### src/rtl/fft_pkg.sv
// Shared constants, counter-width helper and bank-select type for the FFT parallel-to-serial buffer.
package fft_pkg;

  localparam int unsigned FFT_DW    = 34;
  localparam int unsigned FFT_LANES = 4;
  localparam int unsigned FFT_NPTS  = 16;
  localparam int unsigned FFT_BEATS = FFT_NPTS / FFT_LANES;

  // A counter over a single value still needs one bit to exist as a signal.
  function automatic int unsigned cnt_w(input int unsigned n);
    return (n > 1) ? $clog2(n) : 1;
  endfunction

  localparam int unsigned FFT_BEAT_W = cnt_w(FFT_BEATS);
  localparam int unsigned FFT_ADDR_W = cnt_w(FFT_NPTS);

  typedef enum logic {
    BANK_A = 1'b0,
    BANK_B = 1'b1
  } bank_sel_e;

endpackage

### src/rtl/fft_p2s_pingpong_if.sv
// Beat-wide input / serial output handshake bundle for fft_p2s_pingpong.
interface fft_p2s_pingpong_if #(
  parameter int unsigned DW    = fft_pkg::FFT_DW,
  parameter int unsigned LANES = fft_pkg::FFT_LANES
);

  logic [LANES*DW-1:0] data_in;
  logic                in_valid;
  logic                in_ready;
  logic [DW-1:0]       data_out;
  logic                out_valid;
  logic                out_ready;
  logic                out_sof;
  logic                out_eof;

  modport master (
    output data_in, in_valid, out_ready,
    input  in_ready, data_out, out_valid, out_sof, out_eof
  );

  modport slave (
    input  data_in, in_valid, out_ready,
    output in_ready, data_out, out_valid, out_sof, out_eof
  );

endinterface

### src/rtl/fft_p2s_bank.sv
// One ping-pong bank: LANES-wide beat write port, single-word async read port, full flag.
module fft_p2s_bank
  import fft_pkg::*;
#(
  parameter int unsigned DW    = FFT_DW,
  parameter int unsigned LANES = FFT_LANES,
  parameter int unsigned NPTS  = FFT_NPTS
) (
  input  logic                      clk,
  input  logic                      rst_n,
  input  logic                      wr_en,
  input  logic [cnt_w(NPTS/LANES)-1:0] wr_beat,
  input  logic [LANES*DW-1:0]       wr_data,
  input  logic                      set_full,
  input  logic                      clr_full,
  input  logic [cnt_w(NPTS)-1:0]    rd_addr,
  output logic [DW-1:0]             rd_data,
  output logic                      full
);

  localparam int unsigned ADDR_W = cnt_w(NPTS);

  logic [DW-1:0] mem_q [NPTS];
  logic          full_q;
  logic          full_d;

  always_comb begin
    full_d = full_q;
    if (clr_full) full_d = 1'b0;
    if (set_full) full_d = 1'b1;
  end

  always_ff @(posedge clk or negedge rst_n) begin
    if (!rst_n) full_q <= 1'b0;
    else        full_q <= full_d;
  end

  // Storage is deliberately left out of reset; the full flag alone gates its use.
  always_ff @(posedge clk) begin
    if (wr_en) begin
      for (int unsigned j = 0; j < LANES; j++) begin
        mem_q[ADDR_W'(wr_beat) * ADDR_W'(LANES) + ADDR_W'(j)] <= wr_data[j*DW +: DW];
      end
    end
  end

  assign rd_data = mem_q[rd_addr];
  assign full    = full_q;

endmodule

### src/rtl/fft_p2s_pingpong.sv
// Ping-pong parallel-to-serial frame buffer; define FFT_P2S_TRANSPOSE_EN for lane-major output order.
module fft_p2s_pingpong
  import fft_pkg::*;
#(
  parameter int unsigned DW    = FFT_DW,
  parameter int unsigned LANES = FFT_LANES,
  parameter int unsigned NPTS  = FFT_NPTS
) (
  input  logic                 clk,
  input  logic                 rst_n,
  fft_p2s_pingpong_if.slave    bus
);

  localparam int unsigned BEATS  = NPTS / LANES;
  localparam int unsigned BEAT_W = cnt_w(BEATS);
  localparam int unsigned ADDR_W = cnt_w(NPTS);

  bank_sel_e             wr_ptr_q, wr_ptr_d;
  bank_sel_e             rd_ptr_q, rd_ptr_d;
  logic [BEAT_W-1:0]     beat_cnt_q, beat_cnt_d;
  logic [ADDR_W-1:0]     rd_cnt_q, rd_cnt_d;
  logic [ADDR_W-1:0]     rd_addr;
  logic [DW-1:0]         data_out_q, data_out_d;
  logic                  out_valid_q, out_valid_d;
  logic                  out_sof_q, out_sof_d;
  logic                  out_eof_q, out_eof_d;

  logic [1:0]            full;
  logic [1:0]            wr_en;
  logic [1:0]            set_full;
  logic [1:0]            clr_full;
  logic [1:0][DW-1:0]    rd_data;

  logic                  accept;
  logic                  last_beat;
  logic                  load;
  logic                  last_word;

  assign bus.in_ready = !full[wr_ptr_q];
  assign accept       = bus.in_valid && bus.in_ready;
  assign last_beat    = (beat_cnt_q == BEAT_W'(BEATS - 1));
  assign load         = full[rd_ptr_q] && (!out_valid_q || bus.out_ready);
  assign last_word    = (rd_cnt_q == ADDR_W'(NPTS - 1));

  always_comb begin
`ifdef FFT_P2S_TRANSPOSE_EN
    // Output index m walks lanes slowest: slot = (m mod BEATS)*LANES + m/BEATS.
    rd_addr = ADDR_W'((32'(rd_cnt_q) % BEATS) * LANES + 32'(rd_cnt_q) / BEATS);
`else
    rd_addr = rd_cnt_q;
`endif
  end

  always_comb begin
    wr_ptr_d    = wr_ptr_q;
    rd_ptr_d    = rd_ptr_q;
    beat_cnt_d  = beat_cnt_q;
    rd_cnt_d    = rd_cnt_q;
    data_out_d  = data_out_q;
    out_valid_d = out_valid_q;
    out_sof_d   = out_sof_q;
    out_eof_d   = out_eof_q;
    wr_en       = '0;
    set_full    = '0;
    clr_full    = '0;

    if (accept) begin
      wr_en[wr_ptr_q] = 1'b1;
      if (last_beat) begin
        beat_cnt_d         = '0;
        set_full[wr_ptr_q] = 1'b1;
        wr_ptr_d           = (wr_ptr_q == BANK_A) ? BANK_B : BANK_A;
      end else begin
        beat_cnt_d = beat_cnt_q + 1'b1;
      end
    end

    // Fill and drain always target different banks, so both may complete on one edge.
    if (load) begin
      data_out_d  = rd_data[rd_ptr_q];
      out_valid_d = 1'b1;
      out_sof_d   = (rd_cnt_q == '0);
      out_eof_d   = last_word;
      if (last_word) begin
        rd_cnt_d           = '0;
        clr_full[rd_ptr_q] = 1'b1;
        rd_ptr_d           = (rd_ptr_q == BANK_A) ? BANK_B : BANK_A;
      end else begin
        rd_cnt_d = rd_cnt_q + 1'b1;
      end
    end else if (bus.out_ready) begin
      out_valid_d = 1'b0;
      out_sof_d   = 1'b0;
      out_eof_d   = 1'b0;
    end
  end

  always_ff @(posedge clk or negedge rst_n) begin
    if (!rst_n) begin
      wr_ptr_q    <= BANK_A;
      rd_ptr_q    <= BANK_A;
      beat_cnt_q  <= '0;
      rd_cnt_q    <= '0;
      data_out_q  <= '0;
      out_valid_q <= 1'b0;
      out_sof_q   <= 1'b0;
      out_eof_q   <= 1'b0;
    end else begin
      wr_ptr_q    <= wr_ptr_d;
      rd_ptr_q    <= rd_ptr_d;
      beat_cnt_q  <= beat_cnt_d;
      rd_cnt_q    <= rd_cnt_d;
      data_out_q  <= data_out_d;
      out_valid_q <= out_valid_d;
      out_sof_q   <= out_sof_d;
      out_eof_q   <= out_eof_d;
    end
  end

  fft_p2s_bank #(
    .DW    (DW),
    .LANES (LANES),
    .NPTS  (NPTS)
  ) u_bank_a (
    .clk      (clk),
    .rst_n    (rst_n),
    .wr_en    (wr_en[0]),
    .wr_beat  (beat_cnt_q),
    .wr_data  (bus.data_in),
    .set_full (set_full[0]),
    .clr_full (clr_full[0]),
    .rd_addr  (rd_addr),
    .rd_data  (rd_data[0]),
    .full     (full[0])
  );

  fft_p2s_bank #(
    .DW    (DW),
    .LANES (LANES),
    .NPTS  (NPTS)
  ) u_bank_b (
    .clk      (clk),
    .rst_n    (rst_n),
    .wr_en    (wr_en[1]),
    .wr_beat  (beat_cnt_q),
    .wr_data  (bus.data_in),
    .set_full (set_full[1]),
    .clr_full (clr_full[1]),
    .rd_addr  (rd_addr),
    .rd_data  (rd_data[1]),
    .full     (full[1])
  );

  assign bus.data_out  = data_out_q;
  assign bus.out_valid = out_valid_q;
  assign bus.out_sof   = out_sof_q;
  assign bus.out_eof   = out_eof_q;

endmodule
### src/flat_wrapper.sv
// flat-port wrapper written by rule: the top's interface ports become plain ports
module fft_p2s_pingpong_flat import fft_pkg::*;
#(
  parameter int unsigned DW    = FFT_DW,
  parameter int unsigned LANES = FFT_LANES,
  parameter int unsigned NPTS  = FFT_NPTS
)
  (clk, rst_n, bus_data_in, bus_in_valid, bus_out_ready, bus_in_ready, bus_data_out, bus_out_valid, bus_out_sof, bus_out_eof);
  fft_p2s_pingpong_if #(.DW(DW), .LANES(LANES)) bus_i ();
  input  logic clk;
  input  logic rst_n;
  input wire logic [$bits(bus_i.data_in)-1:0] bus_data_in;
  input wire logic [$bits(bus_i.in_valid)-1:0] bus_in_valid;
  input wire logic [$bits(bus_i.out_ready)-1:0] bus_out_ready;
  output wire logic [$bits(bus_i.in_ready)-1:0] bus_in_ready;
  output wire logic [$bits(bus_i.data_out)-1:0] bus_data_out;
  output wire logic [$bits(bus_i.out_valid)-1:0] bus_out_valid;
  output wire logic [$bits(bus_i.out_sof)-1:0] bus_out_sof;
  output wire logic [$bits(bus_i.out_eof)-1:0] bus_out_eof;
  assign bus_i.data_in = bus_data_in;
  assign bus_i.in_valid = bus_in_valid;
  assign bus_i.out_ready = bus_out_ready;
  assign bus_in_ready = bus_i.in_ready;
  assign bus_data_out = bus_i.data_out;
  assign bus_out_valid = bus_i.out_valid;
  assign bus_out_sof = bus_i.out_sof;
  assign bus_out_eof = bus_i.out_eof;
  fft_p2s_pingpong #(.DW(DW), .LANES(LANES), .NPTS(NPTS)) u_core (.clk(clk), .rst_n(rst_n), .bus(bus_i));
endmodule
### config.mk
export PLATFORM = sky130hd
export DESIGN_NAME = fft_p2s_pingpong_flat
export DESIGN_NICKNAME = d
export VERILOG_FILES = /design/src/rtl/fft_pkg.sv /design/src/rtl/fft_p2s_pingpong_if.sv /design/src/rtl/fft_p2s_bank.sv /design/src/rtl/fft_p2s_pingpong.sv /design/src/flat_wrapper.sv
export SDC_FILE = /design/constraint.sdc
export NUM_CORES = 1
export LEC_CHECK = 0
export ABC_CLOCK_PERIOD_IN_PS = 24800
export CAP_MARGIN = 40
export CORE_ASPECT_RATIO = 0.7
export CORE_UTILIZATION = 55
export DETAILED_ROUTE_END_ITERATION = 8
export GPL_TIMING_DRIVEN = 1
export HOLD_SLACK_MARGIN = 0.12
export PLACE_DENSITY = 0.84
export SLEW_MARGIN = 10
export SYNTH_ARGS = -nofsm -noshare
export SYNTH_HDL_FRONTEND = slang
export SYNTH_SLANG_ARGS = --single-unit
### constraint.sdc
create_clock -name clk -period 24.8 [get_ports clk]
set_clock_uncertainty 0.1 [all_clocks]
set_input_delay 3.72 -clock clk [delete_from_list [all_inputs] [get_ports clk]]
set_output_delay 3.72 -clock clk [all_outputs]
set_load 0.02 [all_outputs]
; ---- Word-level counts from Yosys, hierarchy flattened
; Memory sizes are Yosys's and may differ from the RTL's.
; Cells that the tools add are included.
[classes]
n_eq_ne = 2
reduce_logical = 13
n_addsub = 5
mux = 31
order_cmp = 4
[ops]
columns = op, count
row1 = two-way mux 34 bit, 2
row2 = two-way mux 1 bit, 20
row3 = two-way mux 2 bit, 6
row4 = adder 4 x 1 -> 4 bit (second input constant), 2
row5 = adder 4 x 2 -> 4 bit (second input constant), 2
row6 = nonzero test 2 bit, 3
row7 = equality test 4 bit (second input constant), 1
row8 = logical AND 1 bit, 4
row9 = logical NOT 4 bit, 1
row10 = less-than comparator 1 x 2 -> 1 bit (second input constant), 2
row11 = two-way mux 4 bit, 1
row12 = AND reduction 2 bit, 2
row13 = adder 2 x 1 -> 2 bit (second input constant), 1
row14 = demux 1 bit (select 1 bit), 2
row15 = equality test 2 bit (second input constant), 1
row16 = >= comparator 1 bit (second input constant), 2
row17 = logical NOT 1 bit, 2
row18 = logical OR 1 bit, 1
[totals]
ff_bits = 47
mem_count = 2
inputBits = 140
out_inout_bits = 38
elab_cells = 67
ramBits = 1088
[mem_list]
columns = memory, depth, width, read_ports, rd_clocked_by_memory_dff, write_ports, line_no
row1 = u_core.u_bank_a.mem_q, 16, 34, 1, 0, 4, fft_p2s_bank.sv:23  ; logic [DW-1:0] mem_q [NPTS];
row2 = u_core.u_bank_b.mem_q, 16, 34, 1, 0, 4, fft_p2s_bank.sv:23

; ---- Longest topological paths before layout
; Gate-level depths: netlist of run 1.
[logic_depth]
word_depth = 8
mapped_depth = 8
mapped_depth_nobuf = 5

; ---- By module
; Synthesis of run 1 repeated with hierarchy kept, for this count alone.
[unflattened]
cells_unflattened = 1883
area_unflattened_um2 = 42924.9
[by_module_without_submodules]
columns = module, area_per_inst_um2, seq_area_each_um2, cells_per_inst, instances
row1 = fft_p2s_bank, 20352.0, 16360.7, 839, 2
row2 = fft_p2s_pingpong, 2220.9, 1126.1, 205, 1

; ---- Worst setup path before layout of run 1
; Ideal clock, no wire load.
[synth_path]
path_type = input -> register
start = input bus_in_valid
end = memory u_core.u_bank_a.mem_q[12][0] (netlist bit), enable pin
path_stages = 2
setup_time_ns = 0.799
t_required_ns = 23.901
arrival_time_ns = 13.000
n_path_buf = 0
slack_ns = 10.901
cell_sequence = nand2_1 > nor3_1
[synth_lines]
columns = item, line_no
row1 = start: declaration, flat_wrapper.sv:13  ; input wire logic [$bits(bus_i.in_valid)-1:0] bus_in_valid;
row2 = end: declaration, fft_p2s_bank.sv:23

; ---- Worst setup path after layout of run 1
[layout_path]
start = register u_core.wr_ptr_q
end = output bus_in_ready
[layout_via]
elab_chain_len = 3
[layout_lines]
columns = item, line_no
row1 = start: declaration, fft_p2s_pingpong.sv:18  ; bank_sel_e wr_ptr_q, wr_ptr_d;
row2 = start signal: assignment, fft_p2s_pingpong.sv:109  ; wr_ptr_q <= wr_ptr_d;
row3 = two-way mux 1 bit (implied by the code) (2 in series), fft_p2s_pingpong.sv:39  ; assign bus.in_ready = !full[wr_ptr_q];
row4 = logical NOT 1 bit, fft_p2s_pingpong.sv:39
row5 = end: declaration, flat_wrapper.sv:15  ; output wire logic [$bits(bus_i.in_ready)-1:0] bus_in_ready;
; Every way passes these cells. The select of a mux whose other input is x is not followed.

==> reports/results.ini, run 1 <==
[die]
start_util_pct=55.9
die_w_um=337
rows=85
core_region_area_um2=77300
io_pins=178
die_area_um2=79800
dieHeight_um=237

[clocking]
post_cts_buffers=0
h-tree-depth=3
cts_hold_buf=0
cts-root-buf=clkbuf_16
clockBufferDepth=3
cts_buffers=99
clkTransAtPathRegs_ps=60
cts_tree=yes
clkSinkCount=1135
ctsResizeCount=0
insertion_delay_ps=680

[timing]
grt_setup_unrepaired=no
maxSlewHeadroom_pct=28.1
final.min_clock_period_ps=6190
period_share_pct=25.0
tns_ps=0
tightestPinTransition_ps=1080
whs_ps=413
hold_viol=0
final-setup-viol-count=0
fmax_mhz=161
slew_violations=0

[power]
power_leakage_nw=16.0
ir_drop_mv=0.0900
powerDensity_nw_per_um2=111

[logic_synthesis]
synthAdderAreaFrac_pct=0.174
yosysTopAreaCell=edfxtp_1
ys_seq_elements=1135
synthMuxAreaShare_pct=13.8
netlist_area_um2=43300
ys_async_sr_fraction_pct=4.14
synth_top_area_share_pct=75.5
synth-compound-area-share_pct=3.32
yosys.area_share.simple_pct=2.83
synth-xor-area-share_pct=0.0405
syn_avg_cell_area_um2=20.5
synth_cell_types=37
synth-warning-count=0
synth_flop_cell=edfxtp_1
ys_seq_area_share_pct=78.2
synth_edf_count=1088
synth_top_family_by_area=multiplexers
syn-num-nets=2256
yosys-top-cells-area=edfxtp_1 76%, mux4_2 8.9%, mux2i_1 3.2%, dfrtp_1 2.7%, mux2_2 1.8%
syn-instance-count=2110

[critical_path]
crit_type=register to primary output
critPathMaxFanout=7
endpoint_kind=primary output
required_ps=20980
cp-start-kind=register
crit_arrival_ps=2370

[route]
wirelength_um=103000
avgRoutedWirePerCell_um=29.8
final_antenna_net_count=0
dr.pass1.iters=8
drc_errors=0
initialDrtViolationCount=2589
vias=22639
viasPerCell=6.55

[layout]
fillers=4805
layout.nets=2467
final_cells=3455
drive_above_1_share_pct=19.7
area_growth_syn_to_layout_pct=15.0
final_common_cell=edfxtp_1
mostFrequentLayoutCells=1088 x edfxtp_1, 176 x clkdlybuf4s50_1, 170 x mux4_2

[global_route]
grt_start_max_net_pins=136
grt_pass1_wl_um=150000
track_usage_pct=26.1
grt_pass1_vias=23570
antenna_found_initial=4
grt_overflow=0

[place]
dp_hpwl_um=57200
gp_congestion=0.762
dp_cells=3261
port_buffers=177

[run]
timing.max_cap.violations=0

[worst_hold_path]
hp-class=register to register

[status]
status=finished, final reports clean

==> flip-flops by register name, summed over array words and instances, names as in the netlist, 2 cells and up <==
signal / count
u_core.beat_cnt_q: 2
u_core.u_bank_b.mem_q: 544
u_core.bus.data_out: 34
u_core.u_bank_a.mem_q: 544
u_core.rd_addr: 4
==> routing by layer <==
metal / track usage (%) / vias to the layer above / wire (um)
met4: 9.56 / 2 / 3390
li1: - / 9131 / -
met2: 41.4 / 1641 / 49900
met1: 34.4 / 11587 / 38000
met5: 0.912 / - / 91
met3: 7.53 / 278 / 11700
==> cells in the mapped netlist, drive strengths merged, types with 8 or more instances <==
master	number
or4	34
inv	8
dfrtp	47
nand2	46
mux2i	137
nor2	76
mux2	70
o22ai	102
and2	35
nor3	40
edfxtp	1088
o21ai	37
clkbuf	55
mux4	170
a211oi	34
o311ai	34
buf	67
==> critical path, cell delays in order, from the launching register on <==
cell and delay (ps):
dfrtp_1 540, mux2i_1 400, clkdlybuf4s50_1 770
==> cells by family after synthesis <==
family | count (synthesis)
AO/OA/AOI/OAI | 215
XOR/XNOR | 2
adder cells (fa/ha/maj) | 6
buffers and inverters | 130
flip-flops | 1135
multiplexers | 377
AND/OR/NAND/NOR | 245
==> stage by stage <==
stage                     instance area [um^2]  worst slack, ps  power [W]  utilization [%]
after floorplan                          43300            10900    0.00344                -
after global placement                   46100            18020    0.00385             59.6
after detailed placement                 46400            18130    0.00393             60.0
after CTS                                49600            18610    0.00549             64.2
after global routing                     49700            18560    0.00567             64.3
final                                    49700            18610    0.00550             64.3
==> where the power goes <==
group / switching (W) / internal [W]
registers: 0.000117 / 0.00229
clock network: 0.000687 / 0.000872
logic: 0.000894 / 0.000644
total: 0.00170 / 0.00380
==> cell type report <==
class                      count  area (um^2)  share of cell area (%)
clock buffer                 122         2670                    5.36
antenna                        4         10.0                  0.0201
inverter                       8         30.0                  0.0604
multi-input combinational    845         8810                    17.7
sequential                  1135        33900                    68.1
timing repair buffer         232         2430                    4.90
tap                         1044         1310                    2.63
clock inverter                65          613                    1.23
==> final timing paths <==
check                                                    start                                   to  slack [ps]  cells after the start
hold / removal             u_core.bus.data_out[14]$_DFFE_PN0P_  u_core.bus.data_out[14]$_DFFE_PN0P_         410                      2
hold reg to reg            u_core.bus.data_out[14]$_DFFE_PN0P_  u_core.bus.data_out[14]$_DFFE_PN0P_         410                      2
setup / recovery                   u_core.wr_ptr_q$_DFFE_PN0P_                         bus_in_ready       18610                      2
min in group asynchronous                                rst_n  u_core.bus.data_out[16]$_DFFE_PN0P_        2890                      1
max in group asynchronous                                rst_n        u_core.rd_addr[3]$_DFFE_PN0P_       21130                      2
setup reg to reg                 u_core.rd_addr[2]$_DFFE_PN0P_   u_core.bus.data_out[8]$_DFFE_PN0P_       20000                      8
No activity file was read; power rests on OpenSTA's default activity.
==> inputs of run 2 (changes only) <==
--- a/config.mk
+++ b/config.mk
@@ -5,7 +5,7 @@
 export SDC_FILE = /design/constraint.sdc
 export NUM_CORES = 1
 export LEC_CHECK = 0
-export ABC_CLOCK_PERIOD_IN_PS = 24800
+export ABC_CLOCK_PERIOD_IN_PS = 6200
 export CAP_MARGIN = 40
 export CORE_ASPECT_RATIO = 0.7
 export CORE_UTILIZATION = 55
==> constraint.sdc (replaced) <==
create_clock -name clk -period 6.2 [get_ports clk]
set_clock_uncertainty 0.1 [all_clocks]
set_input_delay 0.93 -clock clk [delete_from_list [all_inputs] [get_ports clk]]
set_output_delay 0.93 -clock clk [all_outputs]
set_load 0.02 [all_outputs]
==> run 2 against run 1 <==
  * First-iteration DRC count rose by 8.5%
  * Sequential power grew to 4.0 times the previous value
  * Sequential share of layout area rose by 0.094 points
  * Combinational power rose to 3.9 times the previous value
  * Worst hold slack improved by 9.7 ps
  * Final cell count is 0.12% lower
  * Register-to-register slack got worse by 17000 ps
  * Sequential cell count unchanged
  * Global-route usage decreased by 0.55 points
  * Die area did not move
  * Wire length decreased by 2.0%
==> reports/results.ini, run 2 (synthesis results as in run 1) <==
[status]
status=finished, final reports clean

[route]
wirelength_um=101000
initialDrtViolationCount=2809
drc_errors=0
viasPerCell=6.48
final_antenna_net_count=0
vias=22367
dr.pass1.iters=9
avgRoutedWirePerCell_um=29.3

[run]
timing.max_cap.violations=0

[critical_path]
critPathMaxFanout=36
timing.rr.end=u_core.bus.data_out[11]$_DFFE_PN0P_
crit_arrival_ps=3990
crit_type=register to register
rrSetupSlack_ps=2680
endpoint_kind=register
cp-start-kind=register
required_ps=6680
crit-reg2reg-launch=u_core.rd_addr[1]$_DFFE_PN0P_
worst_r2r_path_depth=6

[clocking]
cts-root-buf=clkbuf_16
ctsResizeCount=0
cts_tree=yes
h-tree-depth=3
insertion_delay_ps=690
clockBufferDepth=3
clkSinkCount=1135
cts_buffers=101
clkTransAtPathRegs_ps=60

[power]
p_total_w=0.0218
ir_drop_mv=0.424
power_leakage_nw=15.9
powerDensity_nw_per_um2=440

[timing]
whs_ps=423
final.min_clock_period_ps=3520
hold_viol=0
tightestPinTransition_ps=908
maxSlewHeadroom_pct=39.5
final-setup-viol-count=0
period_share_pct=56.7
slew_violations=0
grt_setup_unrepaired=no
tns_ps=0
fmax_mhz=284

[global_route]
grt_pass1_wl_um=147000
grt_overflow=0
track_usage_pct=25.5
antenna_found_initial=13
grt_pass1_vias=22653
grt_start_max_net_pins=137

[place]
dp_hpwl_um=55900
gp_congestion=0.813
port_buffers=177
place_area_um2=46400
dp_cells=3256

[die]
io_pins=178
dieHeight_um=237
core_region_area_um2=77300
start_util_pct=55.9
rows=85
die_w_um=337
die_area_um2=79800

[layout]
mostFrequentLayoutCells=1088 x edfxtp_1, 176 x clkdlybuf4s50_1, 170 x mux4_2
final_cells=3451
fin_area_um2=49700
layout.nets=2462
drive_above_1_share_pct=18.8
final_common_cell=edfxtp_1
area_growth_syn_to_layout_pct=14.8

[worst_hold_path]
min_from=u_core.bus.data_out[23]$_DFFE_PN0P_
hold_depth=2
hp-class=register to register
min_to=u_core.bus.data_out[23]$_DFFE_PN0P_

## run 2: changes by cell type in the layout (fill, tap and decap cells not counted), sizes merged
cell,previous run,this run
clkbuf,122,140
clkinv,49,39
buf,56,48
bufinv,10,6
clkinvlp,3,2
dlygate4sd3,0,1
## run 2: area by class of cell
type | count | area [um^2]
antenna | 4 | 10.0
clock buffer | 140 | 2790
clock inverter | 50 | 465
fill | 4841 | 27600
inverter | 8 | 30.0
multi-input combinational | 845 | 8840
sequential | 1135 | 33900
tap | 1044 | 1310
timing repair buffer | 225 | 2370
## run 2: through the flow
stage                     util (%)  worst slack [ps]
after floorplan                  -             -1200
after global placement        59.8              2540
after detailed placement      60.0              2590
after CTS                     64.2              2730
after global routing          64.2              2640
final                         64.2              2680
## run 2: timing repair
action | CTS | global route
setup buffers | 0 | 0
hold buffers | 1 | 0
endpoints found under the hold margin | 16 | 0
## run 2: critical path, stage by stage, from the launching register on
cell      delay, ps
dfrtp_4         900
buf_4           510
or3b_2          630
buf_4           450
o22ai_1         150
or4_1           530
o311ai_1        110
## run 2: layer usage
| layer | global-route usage (%) | part of all wire [%] | vias up | routed length (um) |
|---|---|---|---|---|
| met4 | 8.51 | 3.0 | 18 | 3060 |
| met1 | 35.2 | 38 | 11563 | 38400 |
| met5 | 0 | 0.12 | - | 126 |
| met2 | 40.1 | 48 | 1422 | 48400 |
| li1 | - | - | 9124 | - |
| met3 | 6.58 | 11 | 240 | 11100 |
## run 2: worst max-delay path by stage
stage                                        from  depth (start not counted)                                      end  slack (ps)
floorplan                            bus_in_valid                          2    u_core.u_bank_b.mem_q[4][0]$_DFFE_PP_       -1200
global placement                     bus_in_valid                          4  u_core.u_bank_a.mem_q[10][29]$_DFFE_PP_        2540
detailed placement                   bus_in_valid                          5   u_core.u_bank_b.mem_q[13][4]$_DFFE_PP_        2590
CTS                   u_core.wr_ptr_q$_DFFE_PN0P_                          2                             bus_in_ready        2730
global route          u_core.wr_ptr_q$_DFFE_PN0P_                          2                             bus_in_ready        2640
finish              u_core.rd_addr[1]$_DFFE_PN0P_                          6      u_core.bus.data_out[11]$_DFFE_PN0P_        2680
## run 2: where the power goes
group	internal (W)	leakage, nW	switching (W)
registers	0.00916	10.4	0.000549
logic	0.00254	3.98	0.00343
clock network	0.00341	1.58	0.00275
==> edit: new RTL, flow settings as in run 2 <==
The option `FFT_P2S_TRANSPOSE_EN` is turned on by a define.
--- a/src/rtl/fft_p2s_pingpong.sv
+++ b/src/rtl/fft_p2s_pingpong.sv
@@ -1,3 +1,5 @@
 // Ping-pong parallel-to-serial frame buffer; define FFT_P2S_TRANSPOSE_EN for lane-major output order.
+`define FFT_P2S_TRANSPOSE_EN
+
 module fft_p2s_pingpong
   import fft_pkg::*;
Check against the original RTL: not settled (the Yosys comparison gave no result); the edit may change what the design does.
==> edit against run 2 <==
Sequential share of layout area is 0.46 points lower; global-route usage fell by 0.53 points; via count decreased by 1.7%; sequential cell count is the same; routed wire length is 0.74% lower; combinational power up 2%; power rose by 0.82%; synthesized area grew 0.38%; cell area up 0.67%; die area rose by 0.38%; worst setup slack improved by 0.15 ns; cell count down 1.3%.
==> edit: results <==
place:
  gp_congestion: 0.782
  portBuffers: 177
  post-dp-hpwl_um: 54000
  placed_area_mm2: 0.0466
synth:
  yosys-top-cells-count: "edfxtp_1 (1088), mux4_2 (193), mux2i_1 (192), a22oi_1 (75), nor2_1 (62)"
  synth.area.top_cells: "edfxtp_1 (75%), mux4_2 (10%), mux2i_1 (4.4%), dfrtp_1 (2.7%), a22oi_1 (1.3%)"
  ys_types: 36
  yosysWarnings: 0
  yosysSeqAreaShare_pct: 77.9
  ys_async_sr_fraction_pct: 4.14
  synth_edf_count: 1088
  synth_top_flop_cell: "edfxtp_1"
  synth_fp_nets: 2212
cells_and_area:
  nFillCells: 4724
  layout-drive-gt1-share_pct: 18.0
  nets: 2424
clocking:
  cts_inserted_buffers: 100
  cts_buffer_depth: 3
  cts_root_buf: "clkbuf_16"
  clkTransAtPathRegs_ns: 0.06
  clock_latency_ns: 0.68
  cts_max_level: 3
  cts_setup_buffers: 0
global_route:
  grt_start_max_net_pins: 167
  grt_usage_pct: 25.0
  grt_pass1_wl_um: 145000
  antenna_found_initial: 6
  grt_pass1_vias: 22802
routing:
  vias: 21985
  first_pass_iters: 5
  routed_wirelength_um: 100000
  drt_iter0_markers: 2627
critical_path:
  cp.arrival_ns: 2.34
  critical_path.max_fanout: 7
pwr:
  p_switching_mw: 6.60
  leakage_nw: 16.2
  ir_drop_v: 0.000339
timing:
  maxSlewHeadroom_pct: 25.9
status:
  status: "finished clean"
min_path:
  holdCritPathClass: "flop to flop"
## edit: cell types whose count changed after synthesis, sizes merged, moves of 22 or more
cell    before  now
or4         34    0
mux2i      137  192
a21oi        1   40
mux4       170  193
mux2        70   19
o21ai       37    7
o311ai      34    0
a22oi        0   75
nand3        3   25
nor3        40   16
o22ai      102   15
## edit: path summary, 6_finish.rpt
| path | from | endpoint | slack, ns | cells after the start |
|---|---|---|---|---|
| worst min-delay path | u_core.bus.data_out[17] | u_core.bus.data_out[17] | 0.38 | 1 |
| worst min register to register | u_core.bus.data_out[17] | u_core.bus.data_out[17] | 0.38 | 1 |
| max in group asynchronous | rst_n | u_core.rd_cnt_q[3] | 4.82 | 3 |
| worst max-delay path | u_core.wr_ptr_q | bus_in_ready | 2.83 | 2 |
| min in group asynchronous | rst_n | u_core.bus.data_out[20] | 0.55 | 2 |
| worst max register to register | u_core.rd_cnt_q[2] | u_core.bus.data_out[15] | 2.98 | 7 |
## edit: final cells by class
class | count | area share [%]
Sequential cell | 1135 | 67.7
Multi-Input combinational cell | 811 | 18.0
Clock buffer | 132 | 5.43
Timing Repair Buffer | 222 | 4.91
Tap cell | 1044 | 2.61
Clock inverter | 54 | 1.29
Inverter | 8 | 0.0751
Antenna cell | 1 | 0.00500
## edit: logic make-up after synthesis
| kind of cell | count (synthesis) | share of synthesized area [%] |
|---|---|---|
| xor+xnor | 2 | 0.0403 |
| mux | 404 | 14.9 |
| flops | 1135 | 77.9 |
| compound gates | 210 | 3.37 |
| simple gates | 189 | 1.99 |
| buf+inv | 120 | 1.55 |
| fa+ha+maj | 6 | 0.173 |
## edit: worst max-delay path, stage by stage (launching register included)
cell	delay [ns]
dfrtp_1	0.51
mux2i_1	0.41
clkdlybuf4s50_1	0.75
## edit: power groups by stage
stage,logic (mW),clock network (mW),registers [mW]
global route,6.42,6.68,9.58
finish,6.10,6.36,9.55
detailed placement,5.93,0,9.67
global placement,5.61,0,9.68
floorplan,4.08,0,9.67
CTS,6.08,6.41,9.54
## edit: metal layers
layer  part of all wire (%)  vias to the layer above  track usage (%)  routed length, um
met4                    2.9                        6             8.87               2910
li1                       -                     8960                -                  -
met1                     38                    11325             34.1              38100
met5                  0.035                        -                0                 35
met3                     11                      226             6.58              10600
met2                     49                     1468             39.3              48600
## edit: through the flow
step / instances / power (mW) / util (%) / setup slack, ns
2_1_floorplan: 2066 / 13.8 / - / 1.21
3_3_place_gp: 3205 / 15.3 / 59.7 / 2.45
3_5_place_dp: 3216 / 15.6 / 60.1 / 2.47
4_1_cts: 3403 / 22.0 / 64.4 / 2.84
5_1_grt: 3407 / 22.7 / 64.5 / 2.79
6_report: 3407 / 22.0 / 64.5 / 2.83
## edit: repair_timing
item                                   4_1_cts  5_1_grt
hold buffers                                 1        0
endpoints found under the hold margin        6        0
gates resized for setup                      0        0
